File: config.mk
export PLATFORM = sky130hd
export DESIGN_NAME = ysyx_22040750_npc_gen
export DESIGN_NICKNAME = d
export VERILOG_FILES = /design/src/rtl/ysyx_22040750_npc_pkg.sv /design/src/rtl/ysyx_22040750_npc_redir_arb.sv /design/src/rtl/ysyx_22040750_npc_gen.sv
export SDC_FILE = /design/constraint.sdc
export NUM_CORES = 1
export LEC_CHECK = 0
export BUFFER_PORTS_ARGS = -buffer_cell sky130_fd_sc_hd__buf_2
export CORE_UTILIZATION = 56
export CTS_BUF_LIST = sky130_fd_sc_hd__clkbuf_8
export CTS_CLUSTER_DIAMETER = 40
export DETAILED_ROUTE_END_ITERATION = 16
export PLACE_DENSITY = 0.84
export SYNTH_ARGS = -nofsm -noshare
export SYNTH_HDL_FRONTEND = slang
export SYNTH_SLANG_ARGS = --single-unit
File: constraint.sdc
create_clock -name I_clk -period 4.6 [get_ports I_clk]
set_clock_uncertainty 0.05 [all_clocks]
set_input_delay 0.92 -clock I_clk [delete_from_list [all_inputs] [get_ports I_clk]]
set_output_delay 0.92 -clock I_clk [all_outputs]
set_load 0.02 [all_outputs]
File: src/rtl/ysyx_22040750_npc_pkg.sv
// ysyx_22040750_npc_pkg: shared defaults and redirect-priority encoding for the next-PC generator.
package ysyx_22040750_npc_pkg;
    localparam int          XLEN_DEF   = 32;
    localparam logic [63:0] RST_PC_DEF = 64'h8000_0000;
    typedef enum logic [1:0] {
        REDIR_NONE = 2'd0,
        REDIR_JMP  = 2'd1,
        REDIR_TRAP = 2'd2
    } redir_kind_e;
endpackage

File: src/rtl/ysyx_22040750_npc_redir_arb.sv
// ysyx_22040750_npc_redir_arb: picks the effective redirect among live/held traps and jumps.
module ysyx_22040750_npc_redir_arb
    import ysyx_22040750_npc_pkg::*;
#(
    parameter int XLEN = XLEN_DEF
) (
    input  logic             live_trap,
    input  logic [XLEN-1:0]  live_trap_pc,
    input  logic             live_jmp,
    input  logic [XLEN-1:0]  live_jmp_pc,
    input  redir_kind_e      held_kind,
    input  logic [XLEN-1:0]  held_pc,
    output redir_kind_e      kind,
    output logic [XLEN-1:0]  target
);
    logic held_trap;
    assign held_trap = held_kind == REDIR_TRAP;
    // live trap > held trap > live jump > held jump
    always_comb begin
        kind   = live_trap ? REDIR_TRAP : held_trap ? REDIR_TRAP : live_jmp ? REDIR_JMP : held_kind;
        target = live_trap ? live_trap_pc : held_trap ? held_pc : live_jmp ? live_jmp_pc : held_pc;
    end
endmodule

File: src/rtl/ysyx_22040750_npc_gen.sv
// ysyx_22040750_npc_gen: fetch PC register with valid/ready handshake and held jump/trap redirects.
module ysyx_22040750_npc_gen
    import ysyx_22040750_npc_pkg::*;
#(
    parameter int              XLEN       = XLEN_DEF,
    parameter logic [XLEN-1:0] RST_PC     = RST_PC_DEF[XLEN-1:0],
    parameter int              ILEN_BYTES = 4
) (
    input  logic             I_clk,
    input  logic             I_rst,
    output logic [XLEN-1:0]  O_pc,
    output logic             O_pc_valid,
    input  logic             I_pc_ready,
    input  logic             I_jmp_valid,
    input  logic             I_jmp_sel_rs1,
    input  logic [XLEN-1:0]  I_jmp_pc,
    input  logic [XLEN-1:0]  I_rs1_data,
    input  logic [XLEN-1:0]  I_imm,
    input  logic             I_trap_valid,
    input  logic [XLEN-1:0]  I_trap_pc,
    output logic             O_redir_pending,
    output logic             O_redir_pending_trap
);
    logic [XLEN-1:0] pc_q;
    logic            valid_q;
    redir_kind_e     held_kind_q;
    logic [XLEN-1:0] held_pc_q;
    logic [XLEN-1:0] jmp_tgt;
    logic [XLEN-1:0] rs1_sum;
    redir_kind_e     eff_kind;
    logic [XLEN-1:0] eff_pc;
    logic            hs;

    assign rs1_sum = I_rs1_data + I_imm;
    assign jmp_tgt = I_jmp_sel_rs1 ? {rs1_sum[XLEN-1:1], 1'b0} : I_jmp_pc + I_imm;
    assign hs      = valid_q && I_pc_ready;

    ysyx_22040750_npc_redir_arb #(.XLEN(XLEN)) u_arb (
        .live_trap    (I_trap_valid),
        .live_trap_pc (I_trap_pc),
        .live_jmp     (I_jmp_valid),
        .live_jmp_pc  (jmp_tgt),
        .held_kind    (held_kind_q),
        .held_pc      (held_pc_q),
        .kind         (eff_kind),
        .target       (eff_pc)
    );

    // The hold register always tracks the effective redirect until a handshake consumes it.
    always_ff @(posedge I_clk) begin
        if (I_rst) begin
            pc_q        <= RST_PC;
            valid_q     <= 1'b0;
            held_kind_q <= REDIR_NONE;
            held_pc_q   <= '0;
        end else begin
            valid_q     <= 1'b1;
            pc_q        <= hs ? ((eff_kind != REDIR_NONE) ? eff_pc : pc_q + XLEN'(ILEN_BYTES)) : pc_q;
            held_kind_q <= hs ? REDIR_NONE : eff_kind;
            held_pc_q   <= hs ? '0 : eff_pc;
        end
    end

    assign O_pc                 = pc_q;
    assign O_pc_valid           = valid_q;
    assign O_redir_pending      = held_kind_q != REDIR_NONE;
    assign O_redir_pending_trap = held_kind_q == REDIR_TRAP;
endmodule

==> results_dict.tcl <==
set metrics [dict create \
    status "completed" \
    avgSynthCellArea_um2 7.48 \
    io_pins 169 \
    fin_hold_ws_ns 0.451 \
    reg2reg_depth 8 \
    setup_violations 0 \
    fin_setup_tns_ns 0 \
    p_total_mw 1.91 \
    drtIter0Drc 533 \
    path_buf_inv 1 \
    antenna_found_initial 0 \
    dp.cells 1142 \
    fmax_ghz 0.263 \
    hold_viol 0 \
    ant_nets 0 \
    ctsHoldBuffers 0 \
    cts_resized 0 \
    dpl_cell_area_um2 7390 \
    ys_warn_count 0 \
    routed_wl_um 18600 \
    crit_family "compound AO/OA/AOI/OAI gates" \
    syn_area_um2 6460 \
    top_layer_used "met4" \
    seq_area_frac_synth_pct 20.8 \
    root_buffer "clkbuf_8" \
    start_kind "input port" \
    cp_num_cells 14 \
    critical_path_class "in -> reg" \
    synth_top_area_share_pct 20.8 \
    ys.flop_type "dfxtp_1" \
    drt-pass1-iter-count 5 \
    vias 7024 \
    synth.net_count 1062 \
    wl_met1_um 8620 \
    synth_edf_count 0 \
    worst_pin_slew_ns 1.03 \
    drv_cap 0 \
    ys_seq_elements 67 \
    slew_headroom_pct 31.1 \
    die-height_um 109 \
    whs_path_depth 2 \
    p_per_area_nw_per_um2 252 \
    postCtsSetupBuffers 0 \
    std_cell_rows 38 \
    synthArstFlopShare_pct 0 \
    track_usage_pct 30.9 \
    rsz0062_at_grt "no" \
    ir_drop_mv 0.179 \
    worstPathMaxFanout 4 \
    syn2layout_area_growth_pct 17.2 \
    netlist_top_cells_area "dfxtp_1, ha_1, xnor2_1" \
    die_area_um2 12000 \
    finalNetCount 1211 \
    grt_pass1_vias 6190 \
    p_leak_nw 3.44 \
    portBuffers 168 \
    arrival_ns 4.01 \
    core_um2 11000 \
    grt-ovfl-total 0 \
    cpMostUsedCell "a21oi_2" \
    met3_length_um 1530 \
    period_needed_ns 3.80 \
    crit_path_cell_trace "buf_2, ha_1, fa_1, a211oi_1, o21ai_2, a21oi_2, o31ai_4, a21oi_2, o21ai_0, a21oi_1, xnor2_1, nor2_1, or3_1, a311oi_2" \
    viasPerCell 6.07 \
    cts_buffers 9 \
    drcViolationCount 0 \
    ys_types 69 \
    finalInstanceArea_um2 7570 \
    required_ns 4.81 \
    hold_path_class "reg -> reg" \
    cts_buffer_depth 2 \
    routedWlPerCell_um 16.0 \
    initial_core_util_pct 58.6 \
    n_antenna_cell 0 \
    grt_max_degree 67 \
    path_clk_slew_ns 0.07 \
    yosysTopAreaCell "dfxtp_1" \
    fin_cells 1158 \
    nFillCells 994 \
    grt_pass1_wl_um 29300 \
    cp_slowest_cell "a211oi_1" \
    hpwl_um 14600 \
    wl_met2_um 8100 \
    clock_latency_ns 0.35 \
    cpPeakStageDelay_ns 0.49 \
    fin_ws_ns 0.803 \
    place_ws_ns 0.506 \
    die_w_um 109 \
    final_layout_size_suffix_gt1_share_pct 20.9 \
    cts.sinks 67 \
    cts_tree "yes" \
    postLayoutCoreUtil_pct 68.7 \
    slew_viol_final 0 \
    routabilityCongestion 0.930 \
    worst_setup_path_end_kind "register" \
    netlist_instances 864 \
    period_share_pct 82.6 \
    htreeDepth 3 \
]
-- flip-flops by register name, summed over array words and instances (netlist names) --
| name | count |
|---|---|
| O_pc | 32 |
| held_pc_q | 32 |
| held_kind_q | 2 |
| O_pc_valid | 1 |
-- power breakdown --
group          internal (mW)  total, mW  switching (mW)
registers              0.620      0.649          0.0294
logic                  0.336      0.811           0.475
clock network          0.221      0.450           0.229
total                   1.18       1.91           0.733
-- final timing paths --
| path | from | end | slack, ns |
|---|---|---|---|
| worst min register to register | O_pc[1] | O_pc[1] | 0.45 |
| worst max-delay path | I_imm[0] | O_pc[24] | 0.80 |
| worst min-delay path | O_pc[1] | O_pc[1] | 0.45 |
| worst max register to register | O_pc_valid | O_pc[27] | 2.06 |
-- worst register-to-register path, cell delays in order, from the launching register on --
cell      delay (ns)
dfxtp_1         0.35
nand2_1         0.22
nor3_1          0.66
nor2b_1         0.30
nor2b_1         0.28
nand3_1         0.15
xnor2_1         0.18
nor2_1          0.07
a211oi_1        0.21
-- layout by cell type, fill, tap and decap left out, types with 17 or more instances in the layout --
master	count
a21oi_1	78
a211oi_1	40
nand3_1	29
o21ai_0	38
nand2_1	71
buf_2	168
nor2_1	124
inv_1	22
ha_1	62
a21o_1	28
nor3_1	17
dfxtp_1	67
xnor2_1	54
xor2_1	25
-- Yosys cell counts, drive strengths merged (2+ instances only) --
cell type	n
o41ai	3
clkbuf	32
a2111oi	4
nor2	125
o21ai	43
a211o	3
nor4	4
and3	13
nor3	18
and4	2
nand4	12
ha	62
inv	21
o31ai	8
nand3	29
nor2b	6
buf	4
o21a	8
dfxtp	67
a31oi	12
a22oi	3
or3	6
o21bai	8
nand2b	6
o211ai	9
o22ai	5
nand2	71
and2	9
xnor2	54
o31a	3
a21o	28
a211oi	41
a21oi	83
o221ai	2
xor2	25
mux2i	4
or2	3
a221oi	4
fa	2
nor3b	4
a311oi	4
-- cells by family (layout without fill, tap and decap cells) --
group	Yosys count	in the layout	synth area share [%]
simple gates	312	312	22.1
compound gates	279	279	29.7
xor+xnor	79	79	10.7
flops	67	67	20.8
fa+ha+maj	64	64	12.6
buf+inv	58	212	3.37
mux	5	5	0.794
-- final cells by class --
| cell class | instances | area [um^2] | area share (%) |
|---|---|---|---|
| clock buffers | 11 | 151 | 2.00 |
| flip-flops and latches | 67 | 1340 | 17.7 |
| inverters | 22 | 82.6 | 1.09 |
| well taps | 140 | 175 | 2.31 |
| clock inverters | 5 | 28.8 | 0.380 |
| multi-input cells | 739 | 4910 | 64.8 |
| repair buffers | 174 | 886 | 11.7 |
-- per-layer routing --
layer	up-vias	track usage, %
met5	-	0
met4	0	7.14
met3	27	3.02
met2	362	49.4
met1	3182	44.5
li1	3453	-
(Power assumes the default switching activity.)
